--- src/rtl/fetch_pkg.sv ---
// Shared types and helpers for the instruction-fetch front end.
// The queue entry pairs each fetched word with the PC it was fetched from.
package fetch_pkg;

    localparam int DEF_ADDR_WIDTH  = 32;
    localparam int DEF_INSTR_WIDTH = 32;
    localparam int MAX_ADDR_WIDTH  = 64;

    typedef struct packed {
        logic [DEF_ADDR_WIDTH-1:0]  pc;
        logic [DEF_INSTR_WIDTH-1:0] instr;
    } fetch_entry_t;

    // Clears the low log2(pc_step) bits; pc_step must be a power of two.
    function automatic logic [MAX_ADDR_WIDTH-1:0] pc_align_mask(input int unsigned pc_step);
        return ~(MAX_ADDR_WIDTH'(pc_step) - MAX_ADDR_WIDTH'(1));
    endfunction

endpackage

--- src/rtl/fetch_queue.sv ---
// Small synchronous FIFO of fetch entries with push/pop/flush and an occupancy count.
// Push into a full queue and pop from an empty queue are ignored; flush wins over both.
module fetch_queue
    import fetch_pkg::*;
#(
    parameter type entry_t = fetch_entry_t,
    parameter int  DEPTH   = 4
) (
    input  logic                     clock,
    input  logic                     reset,
    input  logic                     push,
    input  entry_t                   push_entry,
    input  logic                     pop,
    input  logic                     flush,
    output entry_t                   head,
    output logic [$clog2(DEPTH):0]   count
);

    localparam int PTR_W = $clog2(DEPTH);
    localparam int CNT_W = PTR_W + 1;

    entry_t            mem [DEPTH];
    logic [PTR_W-1:0]  wr_ptr;
    logic [PTR_W-1:0]  rd_ptr;
    logic              do_push;
    logic              do_pop;

    assign do_push = push && !flush && (count != CNT_W'(DEPTH));
    assign do_pop  = pop && !flush && (count != '0);
    assign head    = mem[rd_ptr];

    always_ff @(posedge clock or posedge reset) begin
        if (reset) begin
            wr_ptr <= '0;
            rd_ptr <= '0;
            count  <= '0;
            for (int i = 0; i < DEPTH; i++) begin
                mem[i] <= '0;
            end
        end else if (flush) begin
            wr_ptr <= '0;
            rd_ptr <= '0;
            count  <= '0;
        end else begin
            if (do_push) begin
                mem[wr_ptr] <= push_entry;
                wr_ptr      <= wr_ptr + PTR_W'(1);
            end
            if (do_pop) begin
                rd_ptr <= rd_ptr + PTR_W'(1);
            end
            case ({do_push, do_pop})
                2'b10:   count <= count + CNT_W'(1);
                2'b01:   count <= count - CNT_W'(1);
                default: ;
            endcase
        end
    end

endmodule

--- src/rtl/fetch_unit.sv ---
// Instruction-fetch front end: owns the PC, keeps one memory request in flight,
// buffers returned words with their PC, and flushes everything on redirect.
module fetch_unit
    import fetch_pkg::*;
#(
    parameter int                    ADDR_WIDTH   = 32,
    parameter int                    INSTR_WIDTH  = 32,
    parameter int                    DEPTH        = 4,
    parameter int                    PC_STEP      = 4,
    parameter logic [ADDR_WIDTH-1:0] RESET_VECTOR = '0
) (
    input  logic                   clock,
    input  logic                   reset,
    output logic                   mem_req,
    output logic [ADDR_WIDTH-1:0]  mem_addr,
    input  logic                   mem_ready,
    input  logic                   mem_rsp_valid,
    input  logic [INSTR_WIDTH-1:0] mem_rsp_data,
    input  logic                   redirect_valid,
    input  logic [ADDR_WIDTH-1:0]  redirect_pc,
    output logic                   instr_valid,
    input  logic                   instr_ready,
    output logic [INSTR_WIDTH-1:0] instr_data,
    output logic [ADDR_WIDTH-1:0]  instr_pc
);

    localparam int                        CNT_W           = $clog2(DEPTH) + 1;
    localparam logic [MAX_ADDR_WIDTH-1:0] ALIGN_MASK_FULL = pc_align_mask(PC_STEP);
    localparam logic [ADDR_WIDTH-1:0]     ALIGN_MASK      = ALIGN_MASK_FULL[ADDR_WIDTH-1:0];

    typedef struct packed {
        logic [ADDR_WIDTH-1:0]  pc;
        logic [INSTR_WIDTH-1:0] instr;
    } entry_t;

    logic [ADDR_WIDTH-1:0] fetch_pc;
    logic [ADDR_WIDTH-1:0] req_pc;
    logic                  pending;
    logic                  drop;
    logic [CNT_W-1:0]      count;
    logic [CNT_W:0]        occupancy;
    logic                  accept;
    logic                  rsp_fire;
    logic                  push;
    logic                  pop;
    entry_t                push_entry;
    entry_t                head;

    // The in-flight request reserves a slot so the queue can never overflow.
    assign occupancy = {1'b0, count} + (CNT_W + 1)'(pending);
    assign mem_req   = !redirect_valid && (!pending || mem_rsp_valid)
                       && (occupancy < (CNT_W + 1)'(DEPTH));
    assign mem_addr  = fetch_pc;
    assign accept    = mem_req && mem_ready;

    assign rsp_fire   = mem_rsp_valid && pending;
    assign push       = rsp_fire && !drop && !redirect_valid;
    assign push_entry = '{pc: req_pc, instr: mem_rsp_data};

    assign instr_valid = (count != '0) && !redirect_valid;
    assign pop         = instr_valid && instr_ready;
    assign instr_data  = head.instr;
    assign instr_pc    = head.pc;

    fetch_queue #(
        .entry_t (entry_t),
        .DEPTH   (DEPTH)
    ) u_queue (
        .clock      (clock),
        .reset      (reset),
        .push       (push),
        .push_entry (push_entry),
        .pop        (pop),
        .flush      (redirect_valid),
        .head       (head),
        .count      (count)
    );

    always_ff @(posedge clock or posedge reset) begin
        if (reset) begin
            fetch_pc <= RESET_VECTOR;
            req_pc   <= '0;
            pending  <= 1'b0;
            drop     <= 1'b0;
        end else begin
            if (redirect_valid) begin
                fetch_pc <= redirect_pc & ALIGN_MASK;
            end else if (accept) begin
                fetch_pc <= fetch_pc + ADDR_WIDTH'(PC_STEP);
            end

            if (accept) begin
                req_pc  <= fetch_pc;
                pending <= 1'b1;
            end else if (rsp_fire) begin
                pending <= 1'b0;
            end

            // A redirect with a response still outstanding marks that response stale.
            if (rsp_fire) begin
                drop <= 1'b0;
            end else if (redirect_valid && pending) begin
                drop <= 1'b1;
            end
        end
    end

endmodule

--- config.mk ---
export PLATFORM = sky130hd
export DESIGN_NAME = fetch_unit
export DESIGN_NICKNAME = d
export VERILOG_FILES = /design/src/rtl/fetch_pkg.sv /design/src/rtl/fetch_queue.sv /design/src/rtl/fetch_unit.sv
export SDC_FILE = /design/constraint.sdc
export NUM_CORES = 1
export LEC_CHECK = 0
export CORE_AREA = 2 2 249 202
export CTS_BUF_LIST = sky130_fd_sc_hd__clkbuf_4
export CTS_CLUSTER_DIAMETER = 200
export DETAILED_ROUTE_END_ITERATION = 7
export DIE_AREA = 0 0 251 204
export PLACE_DENSITY_LB_ADDON = 0.15
export SYNTH_ARGS = -nofsm -noshare
export SYNTH_HDL_FRONTEND = slang
export SYNTH_SLANG_ARGS = --single-unit
--- constraint.sdc ---
create_clock -name clock -period 19.44 [get_ports clock]
set_clock_uncertainty 0.05 [all_clocks]
set_input_delay 3.888 -clock clock [delete_from_list [all_inputs] [get_ports clock]]
set_output_delay 3.888 -clock clock [all_outputs]
set_load 0.02 [all_outputs]
==> impl_metrics.ini, run 1 <==
[clock_network]
cts-buffers-inserted = 90
worst_skew_pair.late_latency_ns = 0.82
hold_buffers = 0
clockBufferDepth = 3
cts_tree = built
postCtsResizedCells = 0
cts_setup_buffers = 0
path_clk_slew_ns = 0.06
htree_levels = 3
clock_sinks = 317
root_buffer = clkbuf_4

[synth]
yosys_most_used_dff = dfrtp_1
yosysUniqueCellTypes = 62
synth_edf_count = 0
synth-adder-area-share_pct = 0.569
yosysMostFrequentCell = dfrtp_1
yosys.area_share.simple_pct = 5.15
synth_top_cell_by_area = dfrtp_1
async_flop_share_pct = 100
synth_top_family_by_area = multiplexers
seq_area_frac_synth_pct = 54.7
synth_area_per_cell_um2 = 15.0
synth_top_area_share_pct = 54.7
synthTopCellsByCount = dfrtp_1, mux2_2, mux4_2
ys_ff_latch = 317
yosys_warnings = 0
syn_area_um2 = 14500
synth_compound_area_share_pct = 3.87
synth_mux_area_share_pct = 31.4
synthXorXnorAreaFrac_pct = 0.664
synth_area_leaders = dfrtp_1, mux2_2, mux4_2
synthCells = 966

[worst_setup_path]
criticalPathCategory = in -> out
worstReg2RegEnd = u_queue.mem[83]
crit_arrival_ns = 5.69
worstPathMaxFanout = 5
regToRegStartpoint = u_queue.count[0]
worst-r2r-setup-slack_ns = 16.50
reg2regPathDepth = 5
endpoint_kind = primary output
cp.required_ns = 15.50
cp-start-kind = primary input

[sta]
timing.final.crit_share_pct = 49.5
report.final.slew_viol_count = 0
hold_viol = 0
finalSetupViolCount = 0
hold_slack_ns = 0.437
worstMarginPinSlew_ns = 1.00
fmaxAchievable_ghz = 0.104
period_needed_ns = 9.62
fin_setup_tns_ns = 0
relSlewSlack_pct = 33.1
rsz0062_at_grt = no

[global_routing]
grt_first_pass_wirelength_um = 58000
grt.total_usage_pct = 14.8
antenna_found_initial = 2
grt_max_degree = 126
grt_pass1_vias = 9485
grt_overflow = 0

[die]
die_h_um = 204
pin_count = 168
start_util_pct = 29.6
fp.dieArea_um2 = 51200
coreArea_um2 = 49000
row_count = 73
die_w_um = 251

[place]
portBuffers = 161
gp_congestion = 0.758
placed_area_um2 = 16500
hpwlAfterDp_um = 22300

[outcome]
status = finished, final reports clean

[pwr]
power_leakage_nw = 7.91
ir_worst_vdd_v = 0.0000317
power_mw = 2.12
p_per_area_nw_per_um2 = 120

[final_layout]
design_area_um2 = 17800
drive_above_1_share_pct = 38.8
nets = 1241
fin_util_pct = 36.3
area_growth_pct = 22.4
nFillCells = 4780

[detailed_routing]
finalWirelength_um = 37000
viasPerCell = 4.86
wl_per_cell_um = 19.7
first_iter_violations = 506
drc_errors = 0
dr.pass1.iters = 6
antenna_left = 0
vias = 9111

[run]
cap_violations = 0

[worst_hold_path]
worstHoldStart = u_queue.mem[65]
whs_endpoint = u_queue.mem[65]
hold_path_class = reg -> reg
hold_depth = 1
==> registers in the layout (all words and copies together) (netlist names) <==
| signal | count |
|---|---|
| u_queue.wr_ptr | 2 |
| drop | 1 |
| u_queue.count | 3 |
| u_queue.mem | 248 |
| u_queue.rd_ptr | 2 |
| req_pc | 30 |
| mem_addr | 30 |
| pending | 1 |
==> metrics by stage <==
stage / setup slack, ns / cells
after floorplan: 6.73 / 969
after global placement: 9.85 / 1710
after detailed placement: 9.83 / 1710
after CTS: 9.81 / 1872
after global routing: 9.71 / 1876
final: 9.82 / 1876
==> worst max-delay path by stage <==
stage / endpoint / start / cells after the start
6_report: mem_req / mem_rsp_valid / 4
4_1_cts: mem_req / mem_rsp_valid / 4
2_1_floorplan: drop / reset / 1
3_5_place_dp: mem_req / mem_rsp_valid / 4
3_3_place_gp: mem_req / mem_rsp_valid / 4
5_1_grt: mem_req / mem_rsp_valid / 4
==> layer usage <==
metal	vias up	GRT usage, %	wire length (um)	part of all wire, %
met4	0	4.76	890	2.4
met3	89	5.09	2340	6.3
met5	-	0	0	0
met1	4692	20.4	17500	47
met2	238	21.8	16300	44
li1	4092	-	-	-
==> critical path: stages <==
cell	delay (ns)
clkdlybuf4s50_1	0.56
a21bo_2	0.28
a211oi_1	0.30
clkdlybuf4s50_1	0.66
==> cell families (layout without fill, tap and decap cells) <==
logic type | after synthesis | in the layout
flip-flops | 317 | 317
XOR/XNOR | 11 | 11
AND/OR/NAND/NOR | 132 | 132
AO/OA/AOI/OAI | 78 | 78
buffers and inverters | 79 | 345
other | 1 | 8
multiplexers | 342 | 342
adder cells (fa/ha/maj) | 6 | 6
==> where the power goes <==
group	leakage (nW)	switching, mW	total, mW	internal (mW)
clock	0.716	0.298	0.653	0.354
sequential	4.14	0.0959	0.879	0.784
combinational	3.05	0.261	0.593	0.332
==> layout by cell type, fill, tap and decap left out, types with 6 or more instances in the layout <==
cell,synthesis,final
nand2_1,31,31
clkinv_1,1,13
o31ai_1,7,7
a31oi_1,9,9
mux4_2,62,62
o211ai_1,11,11
or4_1,12,12
dfrtp_1,317,315
nand4_1,8,8
nand3_1,18,18
mux2_1,43,43
inv_1,9,8
o21ai_0,13,13
clkdlybuf4s50_1,0,160
clkbuf_4,0,140
xnor2_1,6,6
a21oi_1,7,7
nor2_1,22,22
buf_4,5,12
mux2_2,236,236
==> layout make-up <==
class	instances	area, um^2	area share, %
Multi-Input combinational cell	573	6050	34.1
Inverter	10	45.0	0.254
Antenna cell	4	10.0	0.0564
Clock inverter	22	161	0.909
Sequential cell	317	7940	44.7
Tap cell	637	797	4.49
Timing Repair Buffer	173	1700	9.56
Clock buffer	140	1050	5.92
Note: power is estimated with default switching activity, not from simulation.
==> inputs of run 2 (changes only) <==
==> constraint.sdc (replaced) <==
create_clock -name clock -period 9.3 [get_ports clock]
set_clock_uncertainty 0.05 [all_clocks]
set_input_delay 1.86 -clock clock [delete_from_list [all_inputs] [get_ports clock]]
set_output_delay 1.86 -clock clock [all_outputs]
set_load 0.02 [all_outputs]
==> impl_metrics.ini, run 2 (synthesis gave the netlist of run 1 again) <==
[die]
row_count = 73
coreArea_um2 = 49000
start_util_pct = 29.6
die_h_um = 204
pin_count = 168
die_w_um = 251
fp.dieArea_um2 = 51200

[detailed_routing]
finalWirelength_um = 37000
first_iter_violations = 344
dr.pass1.iters = 4
wl_per_cell_um = 19.9
antenna_left = 0
drc_errors = 0
viasPerCell = 4.86
vias = 9036

[clock_network]
cts-buffers-inserted = 89
postCtsResizedCells = 0
worst_skew_pair.late_latency_ns = 0.80
clock_sinks = 317
hold_buffers = 0
clockBufferDepth = 3
path_clk_slew_ns = 0.05
root_buffer = clkbuf_4
cts_setup_buffers = 0
htree_levels = 3
cts_tree = built

[place]
portBuffers = 161
hpwlAfterDp_um = 22100
placed_area_um2 = 16500
gp_congestion = 0.745

[worst_setup_path]
worstPathMaxFanout = 5
crit_arrival_ns = 3.64
slowest_delay_ns = 0.66
endpoint_kind = primary output
cp-start-kind = primary input
worstPathCellList = clkdlybuf4s50_1, a21bo_2, a211oi_1, clkdlybuf4s50_1
slowest_stage = clkdlybuf4s50_1
crit_top_cell = clkdlybuf4s50_1
criticalPathCategory = in -> out
cp.required_ns = 7.39

[sta]
worstMarginPinSlew_ns = 1.03
period_needed_ns = 5.55
rsz0062_at_grt = no
relSlewSlack_pct = 31.0
hold_slack_ns = 0.436
report.final.slew_viol_count = 0
hold_viol = 0
finalSetupViolCount = 0
timing.final.crit_share_pct = 59.6
fin_setup_tns_ns = 0
fmaxAchievable_ghz = 0.180

[final_layout]
nets = 1239
design_area_um2 = 17700
final_common_cell = dfrtp_1
drive_above_1_share_pct = 38.1
area_growth_pct = 21.8
largest_register_ffs = 248
nFillCells = 4733
final_cell_mix = dfrtp_1, mux2_2, clkdlybuf4s50_1
largest-register = u_queue.mem
fin_util_pct = 36.1

[outcome]
status = finished, final reports clean

[global_routing]
antenna_found_initial = 2
grt_overflow = 0
grt_pass1_vias = 9463
grt_first_pass_wirelength_um = 57900
grt.total_usage_pct = 14.8
grt_max_degree = 167

[run]
cap_violations = 0

[pwr]
ir_worst_vdd_v = 0.0000746
p_per_area_nw_per_um2 = 248
power_leakage_nw = 7.85

[worst_hold_path]
hold_path_class = reg -> reg
[run 2: changes by cell type in the layout (fill, tap and decap cells not counted)]
cell,delta
buf_12,+2
buf_4,-3
clkbuf_4,-10
clkinv_2,-3
clkinv_4,+1
diode_2,-1
inv_2,+2
inv_6,-2
inv_8,-1
[run 2: worst paths after layout]
path / startpoint / end / slack [ns] / cells past startpoint
max: mem_rsp_valid / mem_req / 3.75 / 4
min: u_queue.mem[16] / u_queue.mem[16] / 0.44 / 1
max reg2reg: pending / u_queue.mem[138] / 6.29 / 5
min reg2reg: u_queue.mem[16] / u_queue.mem[16] / 0.44 / 1
max in group asynchronous: reset / u_queue.mem[243] / 6.16 / 3
min in group asynchronous: reset / u_queue.mem[62] / 1.54 / 2
[run 2: power by group]
part	switching, mW	internal [mW]
combinational	0.548	0.694
sequential	0.196	1.64
clock	0.611	0.690
[run 2: worst max-delay path: cells and delay by family]
kind | cells | cell delay (ns)
buffers and inverters | 2 | 1.20
AOI/OAI and AO/OA | 2 | 0.56
[run 2: metal layers]
| layer | routed length (um) | track usage (%) |
|---|---|---|
| met3 | 2030 | 4.43 |
| met5 | 0 | 0 |
| met2 | 16000 | 21.4 |
| met4 | 877 | 5.25 |
| met1 | 18100 | 21.0 |
[run 2: stage by stage]
stage	setup WS (ns)	total power, mW	cells
after global placement	3.79	3.11	1709
final	3.75	4.38	1861
after global routing	3.56	4.66	1861
after floorplan	3.17	2.56	969
after detailed placement	3.78	3.13	1709
after CTS	3.63	4.48	1858
[run 2: area by class of cell]
class,count,area [um^2],share of cell area [%]
clock buffer,130,976,5.52
antenna,3,7.51,0.0425
multi-input combinational,573,6050,34.3
clock inverter,19,138,0.779
timing repair buffer,172,1710,9.70
sequential,317,7940,44.9
tap,637,797,4.51
inverter,10,41.3,0.234
==> inputs of run 3 (changes only) <==
==> constraint.sdc (replaced) <==
create_clock -name clock -period 4.8 [get_ports clock]
set_clock_uncertainty 0.05 [all_clocks]
set_input_delay 0.96 -clock clock [delete_from_list [all_inputs] [get_ports clock]]
set_output_delay 0.96 -clock clock [all_outputs]
set_load 0.02 [all_outputs]
==> impl_metrics.ini, run 3 (synthesis gave the netlist of run 1 again) <==
[clock_network]
clockBufferDepth = 3
clock_sinks = 317
cts_setup_buffers = 0
hold_buffers = 0
cts-buffers-inserted = 91
worst_skew_pair.late_latency_ns = 0.82
htree_levels = 3
postCtsResizedCells = 0
cts_tree = built
path_clk_slew_ns = 0.06
root_buffer = clkbuf_4

[global_routing]
grt_first_pass_wirelength_um = 58200
grt_pass1_vias = 9641
antenna_found_initial = 2
grt.total_usage_pct = 14.8
grt_max_degree = 102
grt_overflow = 0

[detailed_routing]
antenna_left = 0
wl_per_cell_um = 19.5
dr.pass1.iters = 4
drt-met1-wl_um = 17800
drc_errors = 0
finalWirelength_um = 36600
routed.top_layer = met4
wl_met3_um = 2180
first_iter_violations = 397
viasPerCell = 4.83
vias = 9063
dr_wl_met2_um = 15900

[worst_setup_path]
cp.required_ns = 3.79
cp-start-kind = flip-flop
worstPathMaxFanout = 24
crit_arrival_ns = 3.06
worstReg2RegEnd = mem_addr[26]
regToRegStartpoint = mem_addr[10]
worst-r2r-setup-slack_ns = 2.24
reg2regPathDepth = 4
criticalPathCategory = reg -> out
endpoint_kind = primary output

[pwr]
power_mw = 8.46
comb_power_share_pct = 28.7
power_leakage_nw = 7.91
swShare_pct = 31.1
internal-power_mw = 5.83
p_switching_mw = 2.63
p_per_area_nw_per_um2 = 475
clockPowerShare_pct = 29.3
ir_worst_vdd_v = 0.000152
power_frac_seq_pct = 42.0

[final_layout]
area_growth_pct = 22.8
drive_above_1_share_pct = 37.9
largest_register_ffs = 248
largest-register = u_queue.mem
fin_util_pct = 36.4
final_common_cell = dfrtp_1
nets = 1248
final_cell_mix = dfrtp_1, mux2_2, clkdlybuf4s50_1
nFillCells = 4744

[worst_hold_path]
worstHoldStart = u_queue.mem[71]
hold_path_class = reg -> reg
whs_endpoint = u_queue.mem[71]
hold_depth = 1

[place]
portBuffers = 161
pre_cts_ws_ns = 1.10
hpwlAfterDp_um = 22500
gp_congestion = 0.745

[die]
start_util_pct = 29.6
pin_count = 168
coreArea_um2 = 49000
fp.dieArea_um2 = 51200
die_w_um = 251
row_count = 73
die_h_um = 204

[sta]
period_needed_ns = 4.07
finalWorstSetupSlack_ns = 0.727
report.final.slew_viol_count = 0
rsz0062_at_grt = no
finalSetupViolCount = 0
timing.final.crit_share_pct = 84.9
fin_setup_tns_ns = 0
hold_slack_ns = 0.436
hold_viol = 0
relSlewSlack_pct = 34.9
fmaxAchievable_ghz = 0.246
worstMarginPinSlew_ns = 0.972

[outcome]
status = finished, final reports clean

[run]
cap_violations = 0
==> run 3: cell types whose count changed in the layout (fill, tap and decap cells not counted), sizes merged <==
cell	change
clkinv	+12
diode	+3
buf	+7
clkbuf	-6
inv	-1
==> run 3: cell type report <==
cell class                      instances  area [um^2]  area share (%)
Timing Repair Buffer                  179         1850            10.4
Clock inverter                         30          181            1.02
Clock buffer                          124          931            5.23
Tap cell                              637          797            4.47
Multi-Input combinational cell        573         6050            34.0
Antenna cell                            6         15.0          0.0843
Inverter                               10         41.3           0.232
Sequential cell                       317         7940            44.6
==> run 3: stage by stage <==
stage	instance area (um^2)	cells
5_1_grt	17800	1876
4_1_cts	17800	1870
2_1_floorplan	14500	969
6_report	17800	1876
3_3_place_gp	16700	1716
3_5_place_dp	16700	1716
==> run 3: critical path, stage by stage, from the launching register on <==
cell,delay [ns]
dfrtp_4,0.75
buf_4,0.36
mux4_2,0.53
clkdlybuf4s50_1,0.62
==> run 3: worst max path at each step <==
stage | cells past startpoint | slack, ns | endpoint | start
2_1_floorplan | 1 | -0.43 | drop | reset
3_3_place_gp | 4 | 1.03 | mem_req | mem_rsp_valid
3_5_place_dp | 4 | 1.10 | mem_req | mem_rsp_valid
4_1_cts | 3 | 0.53 | instr_pc[31] | u_queue.rd_ptr[0]
5_1_grt | 3 | 0.43 | instr_pc[31] | u_queue.rd_ptr[0]
6_report | 3 | 0.73 | instr_pc[31] | u_queue.rd_ptr[0]
==> run 3: layer usage <==
metal / vias up / GRT usage [%]
li1: 4112 / -
met3: 63 / 4.72
met1: 4662 / 20.9
met2: 226 / 21.5
met4: 0 / 4.72
met5: - / 0
==> run 3: power groups by stage <==
stage,registers [mW],logic (mW),clock network (mW)
after global placement,3.60,2.44,0
after CTS,3.56,2.47,2.61
after global routing,3.64,2.59,2.77
final,3.56,2.42,2.48
after floorplan,3.46,1.50,0
after detailed placement,3.60,2.47,0
